## src/rtl/limn2600_bus_pkg.sv

```systemverilog
// Shared definitions for the Limn2600 bus master: FSM state encoding,
// default widths and timeouts, and a small alignment helper.
package limn2600_bus_pkg;

    localparam int DEFAULT_DATA_WIDTH = 32;
    localparam int DEFAULT_TIMEOUT    = 255;

    localparam logic [1:0] ST_IDLE = 2'd0;
    localparam logic [1:0] ST_WAIT = 2'd1;
    localparam logic [1:0] ST_DONE = 2'd2;

    // Word accesses must have the two low address bits clear.
    function automatic logic is_aligned(input logic [1:0] addr_lsbs);
        return (addr_lsbs == 2'b00);
    endfunction

endpackage

```

## src/rtl/limn2600_bus_master_if.sv

```systemverilog
// Bundles the CPU request/response handshake and the memory-side bus of
// the Limn2600 bus master into one interface with master/slave views.
interface limn2600_bus_master_if
    import limn2600_bus_pkg::*;
#(
    parameter int DATA_WIDTH = DEFAULT_DATA_WIDTH
) ();

    logic                  req_valid;
    logic                  req_ready;
    logic                  req_we;
    logic [31:0]           req_addr;
    logic [DATA_WIDTH-1:0] req_wdata;
    logic                  resp_valid;
    logic [DATA_WIDTH-1:0] resp_rdata;
    logic                  resp_err;
    logic                  cs;
    logic                  we;
    logic [31:0]           addr;
    logic [DATA_WIDTH-1:0] data_out;
    logic [DATA_WIDTH-1:0] data_in;
    logic                  rdy;

    modport master (
        input  req_valid, req_we, req_addr, req_wdata, data_in, rdy,
        output req_ready, resp_valid, resp_rdata, resp_err,
               cs, we, addr, data_out
    );

    modport slave (
        output req_valid, req_we, req_addr, req_wdata, data_in, rdy,
        input  req_ready, resp_valid, resp_rdata, resp_err,
               cs, we, addr, data_out
    );

endinterface

```

## src/rtl/limn2600_bus_timer.sv

```systemverilog
// Wait-state counter for the bus master: cleared outside a transaction,
// counts while enabled, and raises tc once the count reaches TIMEOUT.
module limn2600_bus_timer
    import limn2600_bus_pkg::*;
#(
    parameter int TIMEOUT = DEFAULT_TIMEOUT
) (
    input  logic clk,
    input  logic rst,
    input  logic clear,
    input  logic enable,
    output logic tc
);

    localparam int CW = (TIMEOUT < 1) ? 1 : $clog2(TIMEOUT + 1);

    logic [CW-1:0] count;

    assign tc = (count == CW'(TIMEOUT));

    // Count up while enabled and hold at the terminal value so it never wraps.
    always_ff @(posedge clk) begin
        if (rst || clear) begin
            count <= '0;
        end else if (enable && !tc) begin
            count <= count + CW'(1);
        end
    end

endmodule

```

## src/rtl/limn2600_bus_master.sv

```systemverilog
// Limn2600 bus master: accepts one CPU request at a time, runs it on a
// simple cs/we/rdy memory bus, and returns a one-cycle response pulse.
// Misaligned requests and responders that never answer end in resp_err.
module limn2600_bus_master
    import limn2600_bus_pkg::*;
#(
    parameter int DATA_WIDTH = DEFAULT_DATA_WIDTH,
    parameter int TIMEOUT    = DEFAULT_TIMEOUT
) (
    input  logic                   clk,
    input  logic                   rst,
    limn2600_bus_master_if.master  bus
);

    logic [1:0] state;
    logic       timeout_hit;

    limn2600_bus_timer #(
        .TIMEOUT (TIMEOUT)
    ) u_timer (
        .clk    (clk),
        .rst    (rst),
        .clear  (state != ST_WAIT),
        .enable (state == ST_WAIT),
        .tc     (timeout_hit)
    );

    assign bus.req_ready = (state == ST_IDLE);

    // Transaction FSM; every bus and response output is a register, and the
    // response fields fall back to zero whenever no pulse is being issued.
    always_ff @(posedge clk) begin
        if (rst) begin
            state          <= ST_IDLE;
            bus.cs         <= 1'b0;
            bus.we         <= 1'b0;
            bus.addr       <= '0;
            bus.data_out   <= '0;
            bus.resp_valid <= 1'b0;
            bus.resp_err   <= 1'b0;
            bus.resp_rdata <= '0;
        end else begin
            bus.resp_valid <= 1'b0;
            bus.resp_err   <= 1'b0;
            bus.resp_rdata <= '0;
            case (state)
                ST_IDLE: begin
                    if (bus.req_valid) begin
                        if (is_aligned(bus.req_addr[1:0])) begin
                            bus.cs       <= 1'b1;
                            bus.we       <= bus.req_we;
                            bus.addr     <= bus.req_addr;
                            bus.data_out <= bus.req_wdata;
                            state        <= ST_WAIT;
                        end else begin
                            bus.resp_valid <= 1'b1;
                            bus.resp_err   <= 1'b1;
                            state          <= ST_DONE;
                        end
                    end
                end
                ST_WAIT: begin
                    if (bus.rdy) begin
                        bus.cs         <= 1'b0;
                        bus.resp_valid <= 1'b1;
                        bus.resp_rdata <= bus.we ? {DATA_WIDTH{1'b0}} : bus.data_in;
                        state          <= ST_DONE;
                    end else if (timeout_hit) begin
                        bus.cs         <= 1'b0;
                        bus.resp_valid <= 1'b1;
                        bus.resp_err   <= 1'b1;
                        state          <= ST_DONE;
                    end
                end
                ST_DONE: begin
                    state <= ST_IDLE;
                end
                default: begin
                    bus.cs <= 1'b0;
                    state  <= ST_IDLE;
                end
            endcase
        end
    end

endmodule

```

## src/flat_wrapper.sv

```systemverilog
// flat-port wrapper written by rule: the top's interface ports become plain ports
module limn2600_bus_master_flat import limn2600_bus_pkg::*;
#(
    parameter int DATA_WIDTH = DEFAULT_DATA_WIDTH,
    parameter int TIMEOUT    = DEFAULT_TIMEOUT
)
  (clk, rst, bus_req_valid, bus_req_we, bus_req_addr, bus_req_wdata, bus_data_in, bus_rdy, bus_req_ready, bus_resp_valid, bus_resp_rdata, bus_resp_err, bus_cs, bus_we, bus_addr, bus_data_out);
  limn2600_bus_master_if #(.DATA_WIDTH(DATA_WIDTH)) bus_i ();
  input  logic clk;
  input  logic rst;
  input wire logic [$bits(bus_i.req_valid)-1:0] bus_req_valid;
  input wire logic [$bits(bus_i.req_we)-1:0] bus_req_we;
  input wire logic [$bits(bus_i.req_addr)-1:0] bus_req_addr;
  input wire logic [$bits(bus_i.req_wdata)-1:0] bus_req_wdata;
  input wire logic [$bits(bus_i.data_in)-1:0] bus_data_in;
  input wire logic [$bits(bus_i.rdy)-1:0] bus_rdy;
  output wire logic [$bits(bus_i.req_ready)-1:0] bus_req_ready;
  output wire logic [$bits(bus_i.resp_valid)-1:0] bus_resp_valid;
  output wire logic [$bits(bus_i.resp_rdata)-1:0] bus_resp_rdata;
  output wire logic [$bits(bus_i.resp_err)-1:0] bus_resp_err;
  output wire logic [$bits(bus_i.cs)-1:0] bus_cs;
  output wire logic [$bits(bus_i.we)-1:0] bus_we;
  output wire logic [$bits(bus_i.addr)-1:0] bus_addr;
  output wire logic [$bits(bus_i.data_out)-1:0] bus_data_out;
  assign bus_i.req_valid = bus_req_valid;
  assign bus_i.req_we = bus_req_we;
  assign bus_i.req_addr = bus_req_addr;
  assign bus_i.req_wdata = bus_req_wdata;
  assign bus_i.data_in = bus_data_in;
  assign bus_i.rdy = bus_rdy;
  assign bus_req_ready = bus_i.req_ready;
  assign bus_resp_valid = bus_i.resp_valid;
  assign bus_resp_rdata = bus_i.resp_rdata;
  assign bus_resp_err = bus_i.resp_err;
  assign bus_cs = bus_i.cs;
  assign bus_we = bus_i.we;
  assign bus_addr = bus_i.addr;
  assign bus_data_out = bus_i.data_out;
  limn2600_bus_master #(.DATA_WIDTH(DATA_WIDTH), .TIMEOUT(TIMEOUT)) u_core (.clk(clk), .rst(rst), .bus(bus_i));
endmodule
```

## config.mk

```make
export PLATFORM = sky130hd
export DESIGN_NAME = limn2600_bus_master_flat
export DESIGN_NICKNAME = d
export VERILOG_FILES = /design/src/rtl/limn2600_bus_pkg.sv /design/src/rtl/limn2600_bus_master_if.sv /design/src/rtl/limn2600_bus_timer.sv /design/src/rtl/limn2600_bus_master.sv /design/src/flat_wrapper.sv
export SDC_FILE = /design/constraint.sdc
export NUM_CORES = 1
export LEC_CHECK = 0
export CAP_MARGIN = 10
export CORE_MARGIN = 1.5
export CORE_UTILIZATION = 41
export DETAILED_ROUTE_END_ITERATION = 8
export PLACE_DENSITY = 0.84
export SYNTH_ARGS = -nofsm -noshare
export SYNTH_HDL_FRONTEND = slang
export SYNTH_SLANG_ARGS = --single-unit
```

## constraint.sdc

```tcl
create_clock -name clk -period 3.8 [get_ports clk]
set_input_delay 0.57 -clock clk [delete_from_list [all_inputs] [get_ports clk]]
set_output_delay 0.57 -clock clk [all_outputs]
set_load 0.01 [all_outputs]
```

==> summary.md <==
| Metric | Value |
|---|---|
| Syn. warnings | `0` |
| Antenna diodes | `0` |
| Net Count, Synth | `511` |
| Latest clock arrival within the worst-skew pair | `350 ps` |
| DP HPWL | `approximately 7.3 mm` |
| Max-cap violations | `0` |
| Nets | `703` |
| Synthesized area | `about 0.0037 mm²` |
| Critical Path RT | `about 4000 ps` |
| Count of final hold-check violations | `0` |
| Worst setup EP type | `flip-flop` |
| Worst reg2reg setup slack | `around 1900 ps` |
| Dpl cells | `between 600 and 700` |
| Routed Antenna Nets | `0` |
| Fin crit share | `0.589` |
| Number of top-level pins | `a little over 200` |
| RSZ-0062 raised after global routing | `no` |
| Worst Path Max Fanout | `37` |
| Design area | `0.00593 mm²` |
| Cell taking the most area after synthesis | `dfxtp_1` |
| #FFs+latches synth | `110` |
| TNS Setup | `0 ps` |
| Layout cells sized above 1 | `0.0446` |
| Total CTS buffers | `9` |
| Final slew viol count | `0` |
| Clock Sinks | `110` |
| Final setup viols | `0` |
| FMAX | `0.447 GHz` |
| Register area share after synthesis | `0.600` |
| Worst R2R Start | `u_core.state[1]` |
| CP startpoint kind | `primary input` |
| Worst slew margin | `0.534` |
| Core Box Area | `0.00868 mm²` |
| Mapped Avg Cell Area | `8.98 µm²` |
| Die Span X | `97.6 µm` |
| Main area contributors after synthesis | `dfxtp_1 (60%), nand2_1 (13%), a21oi_1 (9.1%)` |
| DRT Wirelength | `approximately 9.7 mm` |
| Pleak | `2.12 nW` |
| Vias in the first global route | `3363` |
| Vias | `3405` |
| Antenna violations before repair | `0` |
| Setup slack after layout | `approximately 1600 ps` |
| Postcts setup bufs | `0` |
| Number of remaining DRC errors | `0` |
| Minimum clock period | `about 2200 ps` |
| Post-cts repair resize count | `0` |
| Final Power | `around 2.2 mW` |
| Hold Path Depth | `2` |
| H-tree Lvls | `3` |
| Starting density of the core | `0.423` |
| Final non-filler cell total | `713` |
| Crit path DAT | `between 2000 and 2500 ps` |
| Initial DRT Pass Iterations | `4` |
| Slowest CP cell | `nand3_2` |
| Chip height | `just under 100 µm` |
| First-pass GRT wire length | `approximately 16 mm` |
| Worst reg2reg path depth | `5` |
| Post-layout util | `0.683` |
| CP Class | `primary input to flip-flop` |
| Worst Hold Class | `flip-flop to flip-flop` |
| Tot GR Track Use | `0.204` |
| Sequence of cells on the critical path | `clkdlybuf4s50_1, nor2_1, nand3_2, buf_4, nand2_1, a21oi_1` |
| Worst-path clk slew | `~100 ps` |
| Status | `finished, final reports clean` |
| Worst-margin pin slew | `between 600 and 700 ps` |
| Clock tree buffer depth | `2` |
| Setup WS pre-CTS | `roughly 1200 ps` |
| Cell Area, Placed | `0.00572 mm²` |
| Critical Path Start | `bus_req_addr[0]` |
| Port buffer count | `about 200` |
| WL per Instance | `~14 µm` |
| GP Congestion | `approximately 0.80` |
| Post-CTS Hold Fix Bufs | `0` |
| Reg2Reg Capture Point | `u_core.bus.data_out[20]` |
| Filler cells | `roughly 720` |
| Share of the synthesized area in the top cell type | `0.600` |
| Fin Clk Skew | `12.9 ps` |
| Largest net degree at the start of global routing | `69` |
| Post-synth cell types | `38` |
| CTS tree | `done` |
| Area delta synth->final | `61.5%` |
| First DRT Iteration DRCs | `about 120` |
| Vias per cell | `4.78` |
| Peak VDD IR | `around 0.23 mV` |
| Die area | `around 0.0095 mm²` |
| P per Cell Area | `approximately 360 mW/mm²` |
| Remaining Overflow, GRT | `0` |
| Mapped Cells | `roughly 400` |
| # rows | `34` |
| Hold path start | `u_core.bus.data_out[29]` |
| Hold path endpoint | `u_core.bus.data_out[29]` |
| Crit-path max cell delay | `slightly above 500 ps` |
| Clk root buf | `clkbuf_8` |
| Worst Hold Margin | `457 ps` |
[cells in the mapped netlist, drive strengths merged]
cell type  number
o21a            1
o21ai           3
and3            3
nand3           4
nor3            2
and2           33
xor2            1
clkbuf         13
or4             1
and3b           2
and2b           1
dfxtp         110
o31a            1
ha              1
inv             2
a31oi           1
nor3b           4
nor2            7
or3             1
xnor2           2
and4bb          1
a211oi          1
nand4           1
buf            11
nand2         129
a21oi          67
o221a           1
o211ai          2
nor4            1
or2             2
[cell usage in the layout (no fill, tap or decap), types with 3 or more instances in the layout]
cell             instances
a21oi_1                 67
and2_1                  33
buf_4                    4
clkbuf_8                 9
clkdlybuf4s50_1        200
dfxtp_1                110
nand2_1                129
nand3_1                  3
nor2_1                   5
nor3b_1                  3
[layer usage]
metal,vias up,share of wire,global-route usage
li1,1704,-,-
met1,1538,0.40,0.224
met2,150,0.48,0.361
met3,13,0.10,0.0777
met4,0,0.015,0.0659
met5,-,0,0
[registers in the layout, indices dropped and copies added (netlist names)]
name and flops:
u_core.bus.addr 32, u_core.bus.cs 1, u_core.bus.data_out 32, u_core.bus.resp_err 1, u_core.bus.resp_rdata 32, u_core.bus.resp_valid 1
u_core.bus.we 1, u_core.state 2, u_core.u_timer.count 8
[power by group]
part	switching [mW]	total (mW)	leakage (nW)	internal, mW
Sequential	0.0145	1.19	0.890	1.18
Combinational	0.0886	0.242	1.13	0.153
Clock	0.356	0.723	0.0994	0.368
[critical path: cells and delay by family]
family	cells	cell delay (ps)
buffers and inverters	2	880
and+or+nand+nor	3	890
AOI/OAI and AO/OA	1	70
[logic make-up after synthesis]
logic type	synth area share
AO/OA/AOI/OAI	0.112
XOR/XNOR	0.00716
adder cells (fa/ha/maj)	0.00341
buffers and inverters	0.0348
flip-flops	0.600
AND/OR/NAND/NOR	0.243
[how the worst max path moves through the flow]
stage                                     end  slack (ps)  depth (start not counted)
floorplan           u_core.bus.resp_rdata[10]        2240                          6
global placement          u_core.bus.addr[23]        1260                          6
detailed placement    u_core.bus.data_out[20]        1190                          6
CTS                   u_core.bus.data_out[20]        1560                          6
global route           u_core.bus.data_out[7]        1410                          6
finish                u_core.bus.data_out[20]        1560                          6
[cell type report]
| type | count | area (µm²) | share of cell area |
|---|---|---|---|
| sequential | 110 | 2200 | 0.371 |
| timing repair buffer | 205 | 2040 | 0.344 |
| multi-input combinational | 273 | 1340 | 0.226 |
| tap | 108 | 135 | 0.0228 |
| clock buffer | 11 | 131 | 0.0222 |
| clock inverter | 4 | 72.6 | 0.0122 |
| inverter | 2 | 7.51 | 0.00127 |
Note: power is estimated with default switching activity, not from simulation.
